==> src/rtl/ysyx_22050710_dsram_arbiter_pkg.sv <==
// Shared core package for the data-side SRAM arbiter: SRAM width defaults and FSM encoding.
package ysyx_22050710_dsram_arbiter_pkg;

  localparam int SRAM_ADDR_WD_DEF  = 32;
  localparam int SRAM_DATA_WD_DEF  = 64;
  localparam int SRAM_WMASK_WD_DEF = 8;

  typedef enum logic [1:0] {
    IDLE  = 2'd0,
    RD_IF = 2'd1,
    RD_LS = 2'd2
  } dsram_state_e;

endpackage

==> src/rtl/ysyx_22050710_dsram_starve_cnt.sv <==
// Counts LS grants taken while fetch waits; forces fetch once STARVE_MAX is reached.
module ysyx_22050710_dsram_starve_cnt #(
  parameter int STARVE_MAX = 4
) (
  input  logic i_clk,
  input  logic i_rst,
  input  logic i_if_req,
  input  logic i_if_gnt,
  input  logic i_ls_gnt,
  output logic o_force_if
);

  localparam int            CW      = $clog2(STARVE_MAX + 1);
  localparam logic [CW-1:0] CNT_MAX = CW'(STARVE_MAX);

  logic [CW-1:0] r_cnt;
  logic [CW-1:0] w_cnt_nxt;

  // Any fetch grant or fetch withdrawal restarts the fairness window.
  always_comb begin
    w_cnt_nxt = r_cnt;
    if (!i_if_req || i_if_gnt) begin
      w_cnt_nxt = '0;
    end else if (i_ls_gnt && (r_cnt != CNT_MAX)) begin
      w_cnt_nxt = r_cnt + CW'(1);
    end
  end

  ysyx_22050710_reg #(
    .WIDTH     (CW),
    .RESET_VAL ('0)
  ) u_cnt_reg (
    .i_clk  (i_clk),
    .i_rst  (i_rst),
    .i_wen  (1'b1),
    .i_din  (w_cnt_nxt),
    .o_dout (r_cnt)
  );

  assign o_force_if = i_if_req && (r_cnt == CNT_MAX);

endmodule

==> src/rtl/ysyx_22050710_reg.sv <==
// Codebase register primitive: async active-low reset, write enable, parameterised reset value.
module ysyx_22050710_reg #(
  parameter int               WIDTH     = 1,
  parameter logic [WIDTH-1:0] RESET_VAL = '0
) (
  input  logic             i_clk,
  input  logic             i_rst,
  input  logic             i_wen,
  input  logic [WIDTH-1:0] i_din,
  output logic [WIDTH-1:0] o_dout
);

  always_ff @(posedge i_clk or negedge i_rst) begin
    if (!i_rst) begin
      o_dout <= RESET_VAL;
    end else if (i_wen) begin
      o_dout <= i_din;
    end
  end

endmodule

==> src/rtl/ysyx_22050710_dsram_arbiter.sv <==
// Arbitrates fetch and load/store onto one SRAM port with a single outstanding read.
// Starvation guard enabled by defining YSYX_22050710_DSRAM_STARVE_GUARD_EN.
module ysyx_22050710_dsram_arbiter
  import ysyx_22050710_dsram_arbiter_pkg::*;
#(
  parameter int SRAM_ADDR_WD  = SRAM_ADDR_WD_DEF,
  parameter int SRAM_DATA_WD  = SRAM_DATA_WD_DEF,
  parameter int SRAM_WMASK_WD = SRAM_WMASK_WD_DEF,
  parameter int STARVE_MAX    = 4
) (
  input  logic                     i_clk,
  input  logic                     i_rst,
  input  logic                     i_if_req,
  input  logic [SRAM_ADDR_WD-1:0]  i_if_addr,
  output logic                     o_if_gnt,
  output logic                     o_if_rvalid,
  output logic [SRAM_DATA_WD-1:0]  o_if_rdata,
  input  logic                     i_ls_req,
  input  logic                     i_ls_wen,
  input  logic [SRAM_ADDR_WD-1:0]  i_ls_addr,
  input  logic [SRAM_WMASK_WD-1:0] i_ls_wmask,
  input  logic [SRAM_DATA_WD-1:0]  i_ls_wdata,
  output logic                     o_ls_gnt,
  output logic                     o_ls_rvalid,
  output logic [SRAM_DATA_WD-1:0]  o_ls_rdata,
  output logic                     o_sram_en,
  output logic                     o_sram_wen,
  output logic [SRAM_ADDR_WD-1:0]  o_sram_addr,
  output logic [SRAM_WMASK_WD-1:0] o_sram_wmask,
  output logic [SRAM_DATA_WD-1:0]  o_sram_wdata,
  input  logic                     i_sram_ready,
  input  logic                     i_sram_rvalid,
  input  logic [SRAM_DATA_WD-1:0]  i_sram_rdata
);

  logic [1:0]   r_state_q;
  logic [1:0]   w_state_nxt;
  dsram_state_e w_state;
  logic         w_idle;
  logic         w_force_if;
  logic         w_sel_ls;
  logic         w_sel_if;

  assign w_state = dsram_state_e'(r_state_q);

`ifdef YSYX_22050710_DSRAM_STARVE_GUARD_EN
  ysyx_22050710_dsram_starve_cnt #(
    .STARVE_MAX (STARVE_MAX)
  ) u_starve_cnt (
    .i_clk      (i_clk),
    .i_rst      (i_rst),
    .i_if_req   (i_if_req),
    .i_if_gnt   (o_if_gnt),
    .i_ls_gnt   (o_ls_gnt),
    .o_force_if (w_force_if)
  );
`else
  assign w_force_if = 1'b0;
`endif

  // Reset gates every output so they drop without waiting for a clock.
  assign w_idle   = i_rst && (w_state == IDLE);
  assign w_sel_ls = i_ls_req && !w_force_if;
  assign w_sel_if = i_if_req && !w_sel_ls;

  assign o_sram_en = w_idle && (i_if_req || i_ls_req);
  assign o_ls_gnt  = w_idle && w_sel_ls && i_sram_ready;
  assign o_if_gnt  = w_idle && w_sel_if && i_sram_ready;

  always_comb begin
    o_sram_wen   = 1'b0;
    o_sram_addr  = '0;
    o_sram_wmask = '0;
    o_sram_wdata = '0;
    if (w_idle && w_sel_ls) begin
      o_sram_wen   = i_ls_wen;
      o_sram_addr  = i_ls_addr;
      o_sram_wmask = i_ls_wmask;
      o_sram_wdata = i_ls_wdata;
    end else if (w_idle && w_sel_if) begin
      o_sram_addr  = i_if_addr;
    end
  end

  assign o_if_rvalid = i_rst && (w_state == RD_IF) && i_sram_rvalid;
  assign o_ls_rvalid = i_rst && (w_state == RD_LS) && i_sram_rvalid;
  assign o_if_rdata  = o_if_rvalid ? i_sram_rdata : '0;
  assign o_ls_rdata  = o_ls_rvalid ? i_sram_rdata : '0;

  // Stores complete on accept, so only reads leave IDLE.
  always_comb begin
    w_state_nxt = r_state_q;
    unique case (w_state)
      IDLE: begin
        if (o_if_gnt) begin
          w_state_nxt = RD_IF;
        end else if (o_ls_gnt && !i_ls_wen) begin
          w_state_nxt = RD_LS;
        end
      end
      RD_IF, RD_LS: begin
        if (i_sram_rvalid) begin
          w_state_nxt = IDLE;
        end
      end
      default: w_state_nxt = IDLE;
    endcase
  end

  ysyx_22050710_reg #(
    .WIDTH     (2),
    .RESET_VAL (IDLE)
  ) u_state_reg (
    .i_clk  (i_clk),
    .i_rst  (i_rst),
    .i_wen  (1'b1),
    .i_din  (w_state_nxt),
    .o_dout (r_state_q)
  );

endmodule

==> config.mk <==
export PLATFORM = sky130hd
export DESIGN_NAME = ysyx_22050710_dsram_arbiter
export DESIGN_NICKNAME = d
export VERILOG_FILES = /design/src/rtl/ysyx_22050710_dsram_arbiter_pkg.sv /design/src/rtl/ysyx_22050710_dsram_starve_cnt.sv /design/src/rtl/ysyx_22050710_reg.sv /design/src/rtl/ysyx_22050710_dsram_arbiter.sv
export SDC_FILE = /design/constraint.sdc
export NUM_CORES = 1
export LEC_CHECK = 0
export BUFFER_PORTS_ARGS = -buffer_cell sky130_fd_sc_hd__buf_2
export CAP_MARGIN = 20
export CELL_PAD_IN_SITES_DETAIL_PLACEMENT = 1
export CELL_PAD_IN_SITES_GLOBAL_PLACEMENT = 2
export CORE_AREA = 4 4 173 175
export CTS_CLUSTER_SIZE = 30
export DETAILED_ROUTE_END_ITERATION = 8
export DIE_AREA = 0 0 177 179
export GPL_ROUTABILITY_DRIVEN = 0
export PLACE_DENSITY_LB_ADDON = 0.1
export SYNTH_ARGS = -nofsm -noshare
export SYNTH_HDL_FRONTEND = slang
export SYNTH_SLANG_ARGS = --single-unit
==> constraint.sdc <==
create_clock -name i_clk -period 1.4 [get_ports i_clk]
set_clock_uncertainty 0.15 [all_clocks]
set_input_delay 0.07 -clock i_clk [delete_from_list [all_inputs] [get_ports i_clk]]
set_output_delay 0.07 -clock i_clk [all_outputs]
set_load 0.05 [all_outputs]
==> summary.txt, run 1 <==
Worst hold path
  • WHS Path Cells: 3
  • Worst Hold End: u_state_reg.o_dout[1]$_DFFE_PN0P_
  • Worst hold-check path type: in -> reg
  • Min-Delay Startpoint: i_ls_wen

Logic synthesis
  • Library cell with the largest summed area after synthesis: sky130_fd_sc_hd__and2_1
  • Count of unique library cells instantiated by Yosys: 20
  • Post-synthesis cell area: 1960 um2
  • Sequential share of the synthesized area: 0.0255
  • Top cells by area, synth: sky130_fd_sc_hd__and2_1 65%, sky130_fd_sc_hd__a22o_1 14%, sky130_fd_sc_hd__buf_6 4.6%
  • Number of nets in the synthesized netlist: approximately 500
  • YS warnings: 0
  • Flip-flop and latch count after synthesis: 2
  • Cells after Synth: between 200 and 300
  • Share of the synthesized area in the top cell type: 0.650
  • Mean area per synthesized cell: 6.79 um2

Global routing
  • Antenna violations before repair: 0
  • Remaining global-route overflow: 0
  • GRT Total Usage: 0.109
  • Wire length of the first global-routing pass: between 20,000 and 30,000 um
  • Vias in the first global route: 4,360
  • Maximum number of pins on one net before global-route repair: 44

Critical path
  • Slowest stage cell, crit path: sky130_fd_sc_hd__dfrtp_1
  • Endpoint of the worst register-to-register path: u_state_reg.o_dout[1]$_DFFE_PN0P_
  • Required time at the worst-slack endpoint: 1.18 ns
  • Worst R2R Path Depth: 8
  • Data arrival time of the worst path: ~1.7 ns
  • Endpoint class of the critical path: output pin
  • Combined buffer and inverter count along the critical path: 4
  • CP peak stage delay: 0.38 ns
  • Element type at the critical path start: flop
  • Register-to-register setup slack: -0.43 ns
  • Chain of cells forming the critical path: inv_2, ha_4, and3_4, buf_12, buf_16, and2_4, buf_12
  • Crit Path Category: reg -> out
  • Cell occurring most often along the worst timing path: sky130_fd_sc_hd__buf_12
  • CP top delay family: buffers and inverters
  • CP max FO: 6
  • Reg2reg start: u_state_reg.o_dout[0]$_DFFE_PN0P_

Power and ir drop
  • Post-layout power: 6.60 mW
  • Power per standard cell area: 827 nW/um2
  • Gate power share: 0.920
  • Relative contribution of sequential cells to total power: 0.014
  • Leakage: 4.02 nW
  • Int Power: roughly 3.2 mW
  • Maximum ir drop on the vdd rail: ~400 uV
  • Net switching component of the power: between 3 and 4 mW
  • Fraction of power spent switching nets: 0.509
  • Power share of the clock group: 0.066

Placement
  • Placed cells: 1,103
  • Worst setup slack after placement: -0.409 ns
  • Total of buffers placed on input and output ports: about 440
  • Area of placed instances: 5850 um2
  • Post-detail-place hpwl: roughly 16,000 um

Timing
  • F_max: 510 MHz
  • Relative slew margins: 0.752
  • Measured slew at the worst slew-check pin: around 0.37 ns
  • Ratio of final minimum period to clock period: 1.40
  • Sum of negative setup slack: -116.16 ns
  • Final hold violation count: 0
  • Count of endpoints failing setup in the final report: 240
  • Least setup slack across all paths after layout: -0.560 ns
  • Tmin final: 1.96 ns
  • Pins Over Slew Limit: 0
  • Unrepaired setup endpoints after global routing: true
  • Worst hold-check slack: around 0.041 ns

Layout
  • Number of cells in the finished layout apart from fillers: 1,128
  • Final nets: 956
  • Final Core Density: 0.280
  • Share of post-route cells with drive strength above 1: 0.978
  • Diodes inserted: 0
  • Register with the most flip-flops: u_state_reg.o_dout
  • Number of inserted filler cells in the final layout: 3,264
  • Post-route cell area: approximately 8000 um2
  • Flip-flop count of the largest register after layout: 2
  • Area delta synth->final: 306%
  • Top Registers: u_state_reg.o_dout x2

Clock tree
  • Sink count of the clock tree: 2
  • Skew-Pair Late Insertion Delay: ~0.22 ns
  • Root buffer selected by CTS: sky130_fd_sc_hd__clkbuf_16
  • Maximum clock insertion buffer count: 2
  • Number of buffers added by the clock tree synthesis step: 3
  • Register clock-pin slew on the reported worst setup and hold paths: 0.03 ns
  • H-tree levels: 1
  • CTS tree: yes

Floorplan
  • Standard-cell rows: 62
  • Initial Utilization: 0.0690
  • Area of the core: between 20,000 and 30,000 um2
  • Die area: approximately 32,000 um2
  • Die Ht: 179 um
  • Die X: around 180 um
  • # IOs: 445

Detailed routing
  • Number of routed nets with antenna violations: 0
  • Wire length per cell: 17.8 um
  • Drt via density: between 3 and 4
  • Final wirelength: roughly 20,000 um
  • Vias after detailed routing: 3,945
  • First drt pass iteration count: 3
  • Number of design-rule violations left by the first detailed-router iteration: 47
  • DRC Markers: 0

Run
  • Number of max-cap violations: 0

Status
  • Result of the run: complete, but fails checks
  • Failing checks: negative setup slack
worst max path at each step:
| stage | start | depth (start not counted) | end | slack, ns |
|---|---|---|---|---|
| after floorplan | u_state_reg.o_dout[1]$_DFFE_PN0P_ | 7 | o_sram_wdata[26] | -0.19 |
| after global routing | u_state_reg.o_dout[0]$_DFFE_PN0P_ | 7 | o_sram_wdata[21] | -0.63 |
| final | u_state_reg.o_dout[0]$_DFFE_PN0P_ | 7 | o_sram_wmask[3] | -0.56 |
| after global placement | u_state_reg.o_dout[0]$_DFFE_PN0P_ | 6 | o_ls_rdata[2] | -0.39 |
| after detailed placement | u_state_reg.o_dout[0]$_DFFE_PN0P_ | 6 | o_sram_wdata[26] | -0.41 |
| after CTS | u_state_reg.o_dout[0]$_DFFE_PN0P_ | 6 | o_ls_rdata[19] | -0.57 |
worst reg2reg max path, stage by stage, from the launching register on:
cell and delay [ns]:
sky130_fd_sc_hd__dfrtp_1 0.38, sky130_fd_sc_hd__inv_2 0.11, sky130_fd_sc_hd__ha_4 0.16, sky130_fd_sc_hd__and3_4 0.28
sky130_fd_sc_hd__buf_12 0.17, sky130_fd_sc_hd__buf_16 0.13, sky130_fd_sc_hd__buf_4 0.10, sky130_fd_sc_hd__nand4b_1 0.10
sky130_fd_sc_hd__a22oi_2 0.16
layer usage:
layer / vias up / global-route usage / share of wire
met5: - / 0 / 0
met4: 0 / 0.0206 / 0.0091
met1: 1829 / 0.100 / 0.31
met3: 8 / 0.0434 / 0.11
li1: 1837 / - / -
met2: 271 / 0.223 / 0.57
synthesized netlist by cell type, drive strengths merged:
| cell type | instances |
|---|---|
| and2 | 204 |
| a22o | 32 |
| clkbuf | 18 |
| buf | 12 |
| and3 | 3 |
| ha | 3 |
| dfrtp | 2 |
| inv | 2 |
| nand2 | 2 |
| nand2b | 2 |
| nor2 | 2 |
| a22oi | 1 |
| and4b | 1 |
| nand3 | 1 |
| nand4b | 1 |
| o211ai | 1 |
| o21ai | 1 |
| o311ai | 1 |
placed cells by master (no fill, tap or decap):
cell type                         n
sky130_fd_sc_hd__buf_6           51
sky130_fd_sc_hd__and2_1           1
sky130_fd_sc_hd__clkbuf_16        7
sky130_fd_sc_hd__dlygate4sd3_1    1
sky130_fd_sc_hd__clkbuf_4        14
sky130_fd_sc_hd__and3_4           3
sky130_fd_sc_hd__nand3_1          1
sky130_fd_sc_hd__and2_4         203
sky130_fd_sc_hd__nand2b_1         2
sky130_fd_sc_hd__and4b_4          1
sky130_fd_sc_hd__ha_1             2
sky130_fd_sc_hd__o311ai_0         1
sky130_fd_sc_hd__buf_16           6
sky130_fd_sc_hd__buf_2          208
sky130_fd_sc_hd__nor2_1           1
sky130_fd_sc_hd__buf_4           41
sky130_fd_sc_hd__buf_12          37
sky130_fd_sc_hd__inv_2            2
sky130_fd_sc_hd__a22oi_2          1
sky130_fd_sc_hd__nand4b_1         1
sky130_fd_sc_hd__o211ai_1         1
sky130_fd_sc_hd__o21ai_0          1
sky130_fd_sc_hd__buf_8          120
sky130_fd_sc_hd__nor2_2           1
sky130_fd_sc_hd__dfrtp_1          2
sky130_fd_sc_hd__a22o_4          32
sky130_fd_sc_hd__ha_4             1
sky130_fd_sc_hd__nand2_1          2
repair_timing:
item                                    CTS  global route
gates cloned                              7             5
pin swaps                                 2             7
hold buffers                              1             0
buffers inserted                          7             3
endpoints found under the setup margin  240           240
resized for setup                       316           248
hold endpoints to repair                  2             0
kinds of logic after synthesis:
| group | synth area share |
|---|---|
| DFF | 0.0255 |
| adders and majority gates | 0.0191 |
| buffers and inverters | 0.110 |
| AOI/OAI and AO/OA | 0.160 |
| and+or+nand+nor | 0.686 |
area by class of cell:
class	count	area (um2)	area share
multi-input combinational	255	2520	0.316
inverter	2	7.51	0.000941
tap	384	480	0.0602
clock buffer	3	75.1	0.00941
timing repair buffer	482	4850	0.607
sequential	2	50.0	0.00627
power groups by stage:
| stage | combinational [mW] | clock (mW) | sequential, mW |
|---|---|---|---|
| 5_1_grt | 6.35 | 0.449 | 0.0959 |
| 2_1_floorplan | 3.43 | 0 | 0.0902 |
| 3_3_place_gp | 4.76 | 0 | 0.0932 |
| 6_report | 6.07 | 0.435 | 0.0934 |
| 4_1_cts | 5.66 | 0.441 | 0.0916 |
| 3_5_place_dp | 4.78 | 0 | 0.0939 |
Note: power is estimated with default switching activity, not from simulation.
==> run 2, diff against run 1 <==
--- a/config.mk
+++ b/config.mk
@@ -15,6 +15,8 @@
 export DIE_AREA = 0 0 177 179
 export GPL_ROUTABILITY_DRIVEN = 0
 export PLACE_DENSITY_LB_ADDON = 0.1
+export SETUP_SLACK_MARGIN = 0.3
+export SKIP_CTS_REPAIR_TIMING = 1
 export SYNTH_ARGS = -nofsm -noshare
 export SYNTH_HDL_FRONTEND = slang
 export SYNTH_SLANG_ARGS = --single-unit
==> summary.txt, run 2 (synthesis gave the netlist of run 1 again) <==
Detailed routing
  • Vias after detailed routing: 3,997 (+1.3%)
  • Number of design-rule violations left by the first detailed-router iteration: 22 (-53%)
  • Drt via density: 3.52 (+0.78%)
  • DRC Markers: 0 (unchanged)
  • Wire length per cell: 17.4 um (-2.0%)
  • Number of routed nets with antenna violations: 0 (unchanged)
  • First drt pass iteration count: 4 (+1)
  • Final wirelength: 19,800 um (-1.4%)

Global routing
  • Maximum number of pins on one net before global-route repair: 44 (unchanged)
  • Wire length of the first global-routing pass: 23,800 um (-11%)
  • GRT Total Usage: 0.0971 (-0.0117)
  • Remaining global-route overflow: 0 (unchanged)
  • Vias in the first global route: 3,960 (-9.2%)
  • Antenna violations before repair: 3 (+3)

Layout
  • Most common library cell in the layout ignoring fill and taps: sky130_fd_sc_hd__buf_2
  • Final nets: 960 (+0.42%)
  • Most used cells in the layout excluding fill and tap cells: 222 x sky130_fd_sc_hd__buf_2, 203 x sky130_fd_sc_hd__and2_4, 100 x sky130_fd_sc_hd__buf_8
  • Area delta synth->final: 303%
  • Post-route cell area: 7900 um2 (-0.96%)
  • Top Registers: u_state_reg.o_dout x2
  • Share of post-route cells with drive strength above 1: 0.980 (+0.00145)
  • Register with the most flip-flops: u_state_reg.o_dout
  • Flip-flop count of the largest register after layout: 2 (unchanged)

Critical path
  • Data arrival time of the worst path: 1.70 ns (-0.04 ns)
  • Slowest stage cell, crit path: sky130_fd_sc_hd__dfrtp_1
  • CP peak stage delay: 0.39 ns (about the same)
  • Chain of cells forming the critical path: inv_2, ha_4, and4b_4, buf_12, a22o_4, buf_8
  • Reg2reg start: u_state_reg.o_dout[0]$_DFFE_PN0P_
  • Endpoint class of the critical path: output pin
  • CP max FO: 10 (+4)
  • Worst R2R Path Depth: 7 (-1)
  • CP top delay family: buffers and inverters
  • Register-to-register setup slack: -0.33 ns (+0.10 ns)
  • Combined buffer and inverter count along the critical path: 3 (-1)
  • Endpoint of the worst register-to-register path: u_state_reg.o_dout[1]$_DFFE_PN0P_
  • Crit Path Category: reg -> out
  • Required time at the worst-slack endpoint: 1.18 ns (about the same)
  • Element type at the critical path start: flop

Timing
  • Count of endpoints failing setup in the final report: 240 (unchanged)
  • Unrepaired setup endpoints after global routing: true
  • Sum of negative setup slack: -110.03 ns (+6.13 ns)
  • Ratio of final minimum period to clock period: 1.37 (-0.0309)
  • Final hold violation count: 0 (unchanged)
  • Relative slew margins: 0.802 (+0.0504)
  • Pins Over Slew Limit: 0 (unchanged)
  • Tmin final: 1.92 ns (-0.0432 ns)
  • Measured slew at the worst slew-check pin: 0.293 ns (-0.0746 ns)
  • F_max: 522 MHz (+2.3%)
  • Least setup slack across all paths after layout: -0.517 ns (+0.0432 ns)

Clock tree
  • Root buffer selected by CTS: sky130_fd_sc_hd__clkbuf_16
  • Skew-Pair Late Insertion Delay: 0.22 ns (about the same)
  • Maximum clock insertion buffer count: 2 (unchanged)
  • CTS tree: yes
  • H-tree levels: 1 (unchanged)
  • Sink count of the clock tree: 2 (unchanged)
  • Number of buffers added by the clock tree synthesis step: 3 (unchanged)
  • Register clock-pin slew on the reported worst setup and hold paths: 0.03 ns (about the same)

Worst hold path
  • Min-Delay Startpoint: i_ls_wen
  • WHS Path Cells: 3 (unchanged)
  • Worst hold-check path type: in -> reg
  • Worst Hold End: u_state_reg.o_dout[1]$_DFFE_PN0P_

Floorplan
  • # IOs: 445 (unchanged)
  • Area of the core: 28,500 um2 (unchanged)
  • Die Ht: 179 um (unchanged)
  • Initial Utilization: 0.0690 (unchanged)
  • Standard-cell rows: 62 (unchanged)
  • Die area: 31,700 um2 (unchanged)
  • Die X: 177 um (unchanged)

Placement
  • Area of placed instances: 5970 um2 (+2.1%)
  • Total of buffers placed on input and output ports: 444 (unchanged)
  • Post-detail-place hpwl: 16,200 um (+3.9%)

Status
  • Result of the run: complete, but fails checks
  • Failing checks: negative setup slack

Power and ir drop
  • Post-layout power: 6.54 mW (-0.95%)
  • Maximum ir drop on the vdd rail: 442 uV (+8.7%)
  • Leakage: 4.03 nW (+0.16%)
  • Power per standard cell area: 827 nW/um2 (about the same)

Run
  • Number of max-cap violations: 0 (unchanged)
run 2: worst register-to-register path, cell delays in order (launching register included):
cell and delay (ns):
sky130_fd_sc_hd__dfrtp_1 0.39, sky130_fd_sc_hd__inv_2 0.10, sky130_fd_sc_hd__ha_4 0.17, sky130_fd_sc_hd__and3_4 0.30, sky130_fd_sc_hd__clkbuf_16 0.19, sky130_fd_sc_hd__buf_4 0.10, sky130_fd_sc_hd__nand4b_1 0.11, sky130_fd_sc_hd__a22oi_2 0.15
run 2: worst max path at each step:
stage / from / end / slack, ns / depth (start not counted)
finish: u_state_reg.o_dout[0]$_DFFE_PN0P_ / o_sram_addr[14] / -0.52 / 6
global placement: u_state_reg.o_dout[0]$_DFFE_PN0P_ / o_sram_addr[14] / -0.38 / 6
detailed placement: u_state_reg.o_dout[0]$_DFFE_PN0P_ / o_sram_addr[14] / -0.43 / 6
floorplan: u_state_reg.o_dout[1]$_DFFE_PN0P_ / o_sram_wdata[26] / -0.19 / 7
global route: u_state_reg.o_dout[1]$_DFFE_PN0P_ / o_if_rdata[15] / -0.59 / 6
CTS: u_state_reg.o_dout[0]$_DFFE_PN0P_ / o_sram_addr[14] / -0.66 / 6
run 2: area by class of cell:
class	instances	area, um2
Timing Repair Buffer	484	4730
Sequential cell	2	50.0
Multi-Input combinational cell	257	2550
Fill cell	3283	20600
Tap cell	384	480
Antenna cell	2	5.00
Inverter	2	7.51
Clock buffer	3	75.1
run 2: through the flow:
step,setup slack [ns],hold WS [ns],util,instances
2_1_floorplan,-0.189,-0.376,-,289
4_1_cts,-0.663,-0.315,0.212,1108
3_3_place_gp,-0.384,-0.0965,0.210,1105
6_report,-0.517,0.0332,0.278,1134
5_1_grt,-0.594,0.0513,0.277,1133
3_5_place_dp,-0.430,-0.0807,0.210,1105
run 2: per-layer routing:
metal,vias to the layer above,global-route usage,share of wire
met1,1865,0.0851,0.29
met2,264,0.205,0.58
met3,16,0.0401,0.11
met5,-,0,0.00066
li1,1850,-,-
met4,2,0.0152,0.014
run 2: power by group:
group | switching (mW) | leakage, nW | total [mW] | internal (mW)
logic | 3.26 | 3.96 | 6.01 | 2.76
clock network | 0.0673 | 0.0370 | 0.431 | 0.364
registers | 0.0155 | 0.0269 | 0.0930 | 0.0775
